==> config.mk <==
export PLATFORM = sky130hd
export DESIGN_NAME = gpa_fhdo_feeder
export DESIGN_NICKNAME = d
export VERILOG_FILES = /design/src/rtl/gpa_fhdo_feeder_pkg.sv /design/src/rtl/gpa_fhdo_fifo.sv /design/src/rtl/gpa_fhdo_feeder.sv
export SDC_FILE = /design/constraint.sdc
export NUM_CORES = 1
export LEC_CHECK = 0
export BUFFER_PORTS_ARGS = -buffer_cell sky130_fd_sc_hd__buf_2
export CORE_MARGIN = 10
export CORE_UTILIZATION = 30
export CTS_CLUSTER_SIZE = 12
export DETAILED_ROUTE_END_ITERATION = 16
export GPL_ROUTABILITY_DRIVEN = 0
export PLACE_DENSITY = 0.43
export SLEW_MARGIN = 20
export SYNTH_ARGS = -nofsm -noshare
export SYNTH_HDL_FRONTEND = slang
export SYNTH_SLANG_ARGS = --single-unit
==> constraint.sdc <==
create_clock -name clk -period 6.4 [get_ports clk]
set_clock_uncertainty 0.15 [all_clocks]
set_input_delay 1.28 -clock clk [delete_from_list [all_inputs] [get_ports clk]]
set_output_delay 1.28 -clock clk [all_outputs]
set_load 0.01 [all_outputs]
==> src/rtl/gpa_fhdo_feeder_pkg.sv <==
// Shared definitions for the GPA-FHDO feeder and SPI serialiser:
// command word field positions, FSM state encoding and default timing.
package gpa_fhdo_feeder_pkg;

    // Command word layout; payload [23:0], broadcast [24], channel [26:25],
    // reserved [31:27]. The feeder forwards words untouched.
    localparam int WORD_W      = 32;
    localparam int PAYLOAD_MSB = 23;
    localparam int BCAST_BIT   = 24;
    localparam int CHAN_LSB    = 25;
    localparam int CHAN_MSB    = 26;

    // Default timing and buffering.
    localparam int DEFAULT_BUSY_TIMEOUT = 128;
    localparam int DEFAULT_FIFO_AW      = 3;

    // Issue FSM encoding.
    typedef enum logic [1:0] {
        ST_IDLE      = 2'd0,
        ST_ISSUE     = 2'd1,
        ST_WAIT_BUSY = 2'd2,
        ST_WAIT_DONE = 2'd3
    } feeder_state_t;

endpackage

==> src/rtl/gpa_fhdo_fifo.sv <==
// Single-clock FIFO with first-word-fall-through output. Writes while full
// and reads while empty are ignored. Occupancy is kept in its own counter so
// that a full FIFO is distinguishable from an empty one.
module gpa_fhdo_fifo #(
    parameter int AW = 3,
    parameter int DW = 32
) (
    input  logic          clk,
    input  logic          rst,
    input  logic          wr,
    input  logic          rd,
    input  logic [DW-1:0] din,
    output logic [DW-1:0] dout,
    output logic [AW:0]   level,
    output logic          full,
    output logic          empty
);

    localparam int            LW      = AW + 1;
    localparam int            DEPTH_I = 1 << AW;
    localparam logic [AW:0]   DEPTH   = DEPTH_I[AW:0];

    logic [DW-1:0] mem [DEPTH_I];
    logic [AW-1:0] wr_ptr;
    logic [AW-1:0] rd_ptr;
    logic          wr_en;
    logic          rd_en;

    assign full  = (level == DEPTH);
    assign empty = (level == '0);
    assign wr_en = wr && !full;
    assign rd_en = rd && !empty;
    assign dout  = mem[rd_ptr];

    // Storage array; contents need no reset since level gates every read.
    always_ff @(posedge clk) begin
        if (wr_en) begin
            mem[wr_ptr] <= din;
        end
    end

    // Pointers wrap modulo depth; level moves only on unmatched write/read.
    always_ff @(posedge clk or posedge rst) begin
        if (rst) begin
            wr_ptr <= '0;
            rd_ptr <= '0;
            level  <= '0;
        end else begin
            if (wr_en) begin
                wr_ptr <= wr_ptr + AW'(1);
            end
            if (rd_en) begin
                rd_ptr <= rd_ptr + AW'(1);
            end
            case ({wr_en, rd_en})
                2'b10:   level <= level + LW'(1);
                2'b01:   level <= level - LW'(1);
                default: level <= level;
            endcase
        end
    end

endmodule

==> src/rtl/gpa_fhdo_feeder.sv <==
// GPA-FHDO feeder: buffers DAC command words from the gradient memory core
// and hands them to the SPI serialiser one at a time, waiting for the
// serialiser's busy flag to rise and fall between words.
// Optional build macro GPA_FHDO_FEEDER_STATS_EN adds saturating words-sent /
// words-dropped counters.
module gpa_fhdo_feeder
    import gpa_fhdo_feeder_pkg::*;
#(
    parameter int FIFO_AW      = DEFAULT_FIFO_AW,
    parameter int BUSY_TIMEOUT = DEFAULT_BUSY_TIMEOUT
) (
    input  logic                clk,
    input  logic                rst,
    input  logic [WORD_W-1:0]   data_i,
    input  logic                valid_i,
    output logic                ready_o,
    output logic [WORD_W-1:0]   data_o,
    output logic                valid_o,
    input  logic                busy_i,
    input  logic                clear_i,
    output logic [FIFO_AW:0]    fifo_level_o,
    output logic                overflow_o,
    output logic                timeout_o,
`ifdef GPA_FHDO_FEEDER_STATS_EN
    output logic [31:0]         words_sent_o,
    output logic [15:0]         words_dropped_o,
`endif
    output logic                idle_o
);

    localparam int            TW         = (BUSY_TIMEOUT > 1) ? $clog2(BUSY_TIMEOUT) : 1;
    localparam int            TMO_LAST_I = BUSY_TIMEOUT - 1;
    localparam logic [TW-1:0] TMO_LAST   = TMO_LAST_I[TW-1:0];

    feeder_state_t     state;
    feeder_state_t     state_next;
    logic [TW-1:0]     tmo_ctr;
    logic              pop;
    logic              tmo_evt;
    logic              ovf_evt;
    logic              fifo_full;
    logic              fifo_empty;
    logic [WORD_W-1:0] fifo_dout;

    gpa_fhdo_fifo #(
        .AW (FIFO_AW),
        .DW (WORD_W)
    ) u_fifo (
        .clk   (clk),
        .rst   (rst),
        .wr    (valid_i),
        .rd    (pop),
        .din   (data_i),
        .dout  (fifo_dout),
        .level (fifo_level_o),
        .full  (fifo_full),
        .empty (fifo_empty)
    );

    // A write into a full FIFO is lost even if a pop frees a slot this cycle.
    assign ready_o = !fifo_full;
    assign ovf_evt = valid_i && fifo_full;
    assign idle_o  = fifo_empty && (state == ST_IDLE) && !busy_i;

    // Next-state logic; the !busy_i guard in IDLE also covers a serialiser
    // that is still busy from before a reset.
    always_comb begin
        state_next = state;
        pop        = 1'b0;
        tmo_evt    = 1'b0;
        case (state)
            ST_IDLE: begin
                if (!fifo_empty && !busy_i) begin
                    state_next = ST_ISSUE;
                    pop        = 1'b1;
                end else begin
                    state_next = ST_IDLE;
                end
            end
            ST_ISSUE: begin
                state_next = ST_WAIT_BUSY;
            end
            ST_WAIT_BUSY: begin
                if (busy_i) begin
                    state_next = ST_WAIT_DONE;
                end else if (tmo_ctr == TMO_LAST) begin
                    state_next = ST_IDLE;
                    tmo_evt    = 1'b1;
                end else begin
                    state_next = ST_WAIT_BUSY;
                end
            end
            ST_WAIT_DONE: begin
                if (!busy_i) begin
                    state_next = ST_IDLE;
                end else begin
                    state_next = ST_WAIT_DONE;
                end
            end
            default: begin
                state_next = ST_IDLE;
            end
        endcase
    end

    // State register, issue pulse, held output word and busy-wait counter.
    always_ff @(posedge clk or posedge rst) begin
        if (rst) begin
            state   <= ST_IDLE;
            valid_o <= 1'b0;
            data_o  <= '0;
            tmo_ctr <= '0;
        end else begin
            state   <= state_next;
            valid_o <= (state_next == ST_ISSUE);
            if (pop) begin
                data_o <= fifo_dout;
            end
            if (state == ST_WAIT_BUSY) begin
                tmo_ctr <= tmo_ctr + TW'(1);
            end else begin
                tmo_ctr <= '0;
            end
        end
    end

    // Sticky error flags; a new event in the clearing cycle keeps the flag set.
    always_ff @(posedge clk or posedge rst) begin
        if (rst) begin
            overflow_o <= 1'b0;
            timeout_o  <= 1'b0;
        end else begin
            overflow_o <= ovf_evt || (overflow_o && !clear_i);
            timeout_o  <= tmo_evt || (timeout_o && !clear_i);
        end
    end

`ifdef GPA_FHDO_FEEDER_STATS_EN
    localparam logic [31:0] SENT_MAX = 32'hFFFF_FFFF;
    localparam logic [15:0] DROP_MAX = 16'hFFFF;

    logic [1:0]  drop_inc;
    logic [15:0] drop_inc_w;
    logic [15:0] drop_room;

    assign drop_inc   = {1'b0, ovf_evt} + {1'b0, tmo_evt};
    assign drop_inc_w = {14'd0, drop_inc};
    assign drop_room  = DROP_MAX - words_dropped_o;

    // Saturating statistics; clear_i restarts both counts from zero.
    always_ff @(posedge clk or posedge rst) begin
        if (rst) begin
            words_sent_o    <= 32'd0;
            words_dropped_o <= 16'd0;
        end else if (clear_i) begin
            words_sent_o    <= 32'd0;
            words_dropped_o <= 16'd0;
        end else begin
            if (valid_o && (words_sent_o != SENT_MAX)) begin
                words_sent_o <= words_sent_o + 32'd1;
            end
            if (drop_room < drop_inc_w) begin
                words_dropped_o <= DROP_MAX;
            end else begin
                words_dropped_o <= words_dropped_o + drop_inc_w;
            end
        end
    end
`endif

endmodule

* After elaboration in Yosys (flattened, before gate mapping)
Memories as Yosys holds them, arrays and structs flattened. A register that Yosys moved wholly into a read port is not among the register bits.
Cells that the tools add are included.
Widths: inputs -> output; s select.
** Word-level totals
- Register bits after elaboration :: 22
- Memory bits (writable) :: 256
- Bits of input ports :: 37
- Output and inout bits :: 41
- Memories kept :: 1
** Cells by class
- $add $sub $neg :: 5
- Equal/unequal tests :: 8
- Multiplexer cells :: 14
- Reduce and logical (&&, ||, !) cells :: 17
** Memory list
- u_fifo.mem :: words 8, width 32, rd ports 1, clocked after memory_dff 1, write ports 1, RTL line gpa_fhdo_fifo.sv:23 : logic [DW-1:0] mem [DEPTH_I];
** Operators with widths (number)
- $logic_and 1x1->1 :: 8
- $mux 1 :: 8
- $pmux 2 s4 :: 1
- $pmux 4 s2 :: 1
- $add 7x1->7 const B :: 1
- $eq 7x7->1 const B :: 1
- $mux 7 :: 1
- $add 3x1->3 const B :: 2
- $eq 2x1->1 const B :: 3
- $eq 2x2->1 const B :: 3
- $mux 2 :: 3
- $add 4x1->4 const B :: 1
- $eq 4x4->1 const B :: 1
- $logic_not 1->1 :: 4
- $logic_not 4->1 :: 1
- $sub 4x1->4 const B :: 1
- $logic_not 2->1 :: 1
- $logic_or 1x1->1 :: 2
- $reduce_bool 2->1 :: 1

* Longest topological paths before layout
- Word-level depth :: 8
- Depth in mapped cells :: 9
- Depth with buffers taken out :: 9

* Cells and area by module
A second synthesis with hierarchy kept.
** Second synthesis, totals
- Cell total of the unflattened synthesis :: 554
- Area, all modules :: 12129.1 sq um
** By module, submodules not included
- gpa_fhdo_fifo :: times used 1, cells each 438, area each 10403.7 sq um
- gpa_fhdo_feeder :: times used 1, cells each 116, area each 1725.4 sq um

* Worst setup path after synthesis
OpenSTA, ideal clock, no wires.
- Kind :: input port to flip-flop
- Start :: in valid_i
- End :: mem u_fifo.mem[0][0] (enable)
- Library setup time :: 0.461 ns
- Arrival time :: 3.796 ns
- Required time :: 5.789 ns
- Slack :: 1.993 ns
- Stages on the path :: 3
- Path through :: and2_1 -> nand2b_1 -> nor3_1
** On the way
- Cells in the longest elaborated chain, start to end :: 3
** RTL lines
- from (decl) :: RTL line gpa_fhdo_feeder.sv:15 : input logic valid_i,
- $logic_and 1x1->1 :: RTL line gpa_fhdo_fifo.sv:31 : assign wr_en = wr && !full;
- $mux 1 :: RTL line gpa_fhdo_fifo.sv:37 : if (wr_en) begin
- $mux 1 (implied by the code) :: RTL line gpa_fhdo_fifo.sv:38 : mem[wr_ptr] <= din;
- to (decl) :: RTL line gpa_fhdo_fifo.sv:23
Every way passes these cells.

* Worst setup path in the final report
- Start :: reg u_fifo.level[0]
- End :: reg u_fifo.level[3]
** On the way
- Cells in the longest elaborated chain, start to end :: 8
- Elaborated cells between the ends (all ways) :: 15
- Classes of those cells :: add/sub (2); eq/ne (3); mux (3); reduce/logical (7)
** RTL lines
- from (decl) :: RTL line gpa_fhdo_fifo.sv:14 : output logic [AW:0] level,
- from (signal assigned) :: RTL line gpa_fhdo_fifo.sv:56 : 2'b10: level <= level + LW'(1);
- from (signal assigned) :: RTL line gpa_fhdo_fifo.sv:57 : 2'b01: level <= level - LW'(1);
- from (signal assigned) :: RTL line gpa_fhdo_fifo.sv:58 : default: level <= level;
- $logic_not 4->1 * :: RTL line gpa_fhdo_fifo.sv:30 : assign empty = (level == '0);
- $logic_not 1->1 * :: RTL line gpa_fhdo_fifo.sv:32, gpa_fhdo_feeder.sv:73
- $logic_and 1x1->1 :: RTL line gpa_fhdo_feeder.sv:73 : if (!fifo_empty && !busy_i) begin
- $mux 1 :: RTL line gpa_fhdo_feeder.sv:73
- $mux 1 :: RTL line gpa_fhdo_feeder.sv:71 : case (state)
- $logic_and 1x1->1 * :: RTL line gpa_fhdo_fifo.sv:32 : assign rd_en = rd && !empty;
- named net u_fifo.rd_en :: RTL line gpa_fhdo_fifo.sv:27 : logic rd_en;
- $eq 2x1->1 or $eq 2x2->1 (tied branches) :: RTL line gpa_fhdo_fifo.sv:55 : case ({wr_en, rd_en})
- $pmux 4 s2 or $reduce_bool 2->1 (tied branches)
Mark *: on every way through the listed nets, which the timed path passes. The rest lies on a longest branch.
A chain may end at the register's enable or synchronous reset.

==> metrics <==
postcts setup bufs 0; Worst Hold Class flop to flop; GRT overflow 0; Gate Count Post-Synth 588; syn_nets approximately 630; Sink Count between 300 and 400; CP max stage delay 0.57 ns; clock-pin slew on the worst setup and hold paths 0.06 ns; clk_lat worst skew 0.53 ns; WP data arrival 3.92 ns; Post-synth EDFFs 256; largest net degree at the start of global routing 70; M1 WL 10800 µm; min Tclk post-route 3.67 ns; CTS Root Cell clkbuf_16; final HPWL from detailed placement 15200 µm; I/O pins 78; Hold-fix buffers, CTS 0; synth warn 0; Max Cap Viol 0; total number of vias ~5700; initial antenna violation count 4; internal reg-to-reg setup slack 2.73 ns; Setup CP Type flop to flop; core footprint 38800 µm²; Die X 218 µm; First-pass DRT Iterations 4; H-Tree Depth 2; Non-Filler Instances 1238; row count 72; Synth Flop Type edfxtp_1; critical-path cell list or4_4 -> nand2_2 -> buf_4 -> inv_1 -> ha_1 -> ha_1 -> a21o_1 -> a2111oi_0 -> nand4b_1 -> nand3_1; Startpoint Class flop; DRT iter0 DRCs 263; vias in the first global route between 6000 and 7000; die area 47700 µm²; per-cell routed wire length 20.8 µm; met3 wire length 1330 µm; All-Layer GR Usage 10.9%; asr flop ratio synth 17.4%; syn avg cell area 20.1 µm²; Seq cells post-synth 310; Nets between 700 and 800; fmax 0.273 GHz; DRC Markers 0; Num CTS Buffers 37; final slew viol count 0; Most common cell on crit path ha_1; Hold Vio Cnt, Final 0; post-layout util 36.2%; Syn-to-layout area delta 19.1%; CTS Buffer Depth 3; leak pwr between 0.004 and 0.005 µW; worst slew pin tran 1.07 ns; fraction of layout cells with a size suffix above 1 30.8%; Die H 218 µm; Req. time, crit path 6.65 ns; final antenna-violating net count 0; Routed WL between 20000 and 30000 µm; Unique masters post-synth 36; sequential fraction of the synthesis area 76.5%; TritonCTS clock tree yes; commonest non-fill, non-tap cell in the layout edfxtp_1; initial core utilization 30.4%; Max rail drop VDD between 0.2 and 0.25 mV; Placed Cells 1169; first-pass GRT wire length 39200 µm; setup TNS 0 ns; synthesized area 11800 µm²; part of the cycle the worst path needs 57.3%; met2 wire len 13000 µm; filler instances 3602; most frequent cells in the layout edfxtp_1, buf_2, mux4_2; slew margin rel. 28.6%; Pwr per Cell Area 450 nW/µm²; number of port buffers 77; crit end category flop; top layer in use met5; Crit Path Max Fanout 69; status finished clean; routed vias/inst 4.57; final setup fails 0; unrepaired setup endpoints after global routing false; post-CTS sizing 0; critical path's slowest cell or4_4
==> worst paths after layout <==
| check | startpoint | end | cells after the start |
|---|---|---|---|
| max reg2reg | u_fifo.level[0] | u_fifo.level[3] | 10 |
| min | data_o[10] | data_o[10] | 2 |
| max in group asynchronous | rst | u_fifo.rd_ptr[0] | 3 |
| min in group asynchronous | rst | data_o[30] | 2 |
| min reg2reg | data_o[10] | data_o[10] | 2 |
| max | u_fifo.level[0] | u_fifo.level[3] | 10 |
==> cells in the mapped netlist (2+ instances only) <==
cell type / count / area (µm²)
edfxtp_1: 256 / 7690
mux4_2: 64 / 1440
dfrtp_1: 54 / 1350
nand2_1: 51 / 191
mux2i_1: 33 / 330
o21ai_0: 32 / 160
nor2_1: 13 / 48.8
inv_1: 11 / 41.3
buf_2: 10 / 50.1
buf_4: 6 / 45.0
buf_6: 6 / 67.6
ha_1: 6 / 75.1
xnor2_1: 6 / 52.6
a21oi_1: 4 / 20.0
nand3_1: 4 / 20.0
nor3_1: 4 / 20.0
nand2b_1: 3 / 18.8
xor2_1: 3 / 26.3
and3_1: 2 / 12.5
clkbuf_1: 2 / 7.51
clkbuf_2: 2 / 10.0
o21ai_1: 2 / 10.0
==> through the flow <==
step | hold slack [ns] | setup WS, ns | instance area, µm² | power [µW]
2_1_floorplan | 0.283 | 1.99 | 11800 | 3870
3_3_place_gp | 0.299 | 2.46 | 12800 | 4380
3_5_place_dp | 0.322 | 2.18 | 12900 | 4440
4_1_cts | 0.332 | 2.66 | 14100 | 6490
5_1_grt | 0.355 | 2.53 | 14100 | 6710
6_report | 0.326 | 2.73 | 14100 | 6330
==> kinds of logic after synthesis <==
family / Yosys count / synth area share [%]
xor+xnor: 9 / 0.667
buf+inv: 37 / 1.87
mux: 97 / 15.0
simple gates: 86 / 3.25
fa+ha+maj: 7 / 0.805
compound gates: 42 / 1.88
flops: 310 / 76.5
==> layout make-up <==
type	count	area (µm²)	area share, %
repair buffers	89	539	3.83
clock buffers	46	980	6.96
well taps	518	648	4.61
clock inverters	21	200	1.42
multi-input cells	241	2610	18.5
flip-flops and latches	310	9050	64.3
inverters	11	41.3	0.293
diodes	2	5.00	0.0356
==> registers in the layout (all words and copies together), names as in the netlist <==
| register | flops |
|---|---|
| u_fifo.wr_ptr | 3 |
| overflow_o | 1 |
| state | 2 |
| u_fifo.mem | 256 |
| timeout_o | 1 |
| u_fifo.level | 4 |
| data_o | 32 |
| tmo_ctr | 7 |
| u_fifo.rd_ptr | 3 |
| valid_o | 1 |
==> critical path, delay by kind of cell (launching register included) <==
kind	cells	cell delay, ns
DFF	1	0.44
and+or+nand+nor	4	0.92
adders and majority gates	2	0.61
buffers and inverters	2	0.73
AOI/OAI and AO/OA	2	0.70
==> layer usage <==
| layer | vias up | GRT usage, % |
|---|---|---|
| met1 | 2963 | 13.1 |
| met2 | 114 | 18.8 |
| met4 | 4 | 3.47 |
| li1 | 2542 | - |
| met3 | 40 | 2.75 |
| met5 | - | 0 |
==> power by group <==
group | total, µW | switching (µW) | internal, µW
Sequential | 2900 | 325 | 2580
Clock | 2010 | 800 | 1210
Combinational | 1410 | 711 | 701
Total | 6330 | 1840 | 4490
(Power assumes the default switching activity.)
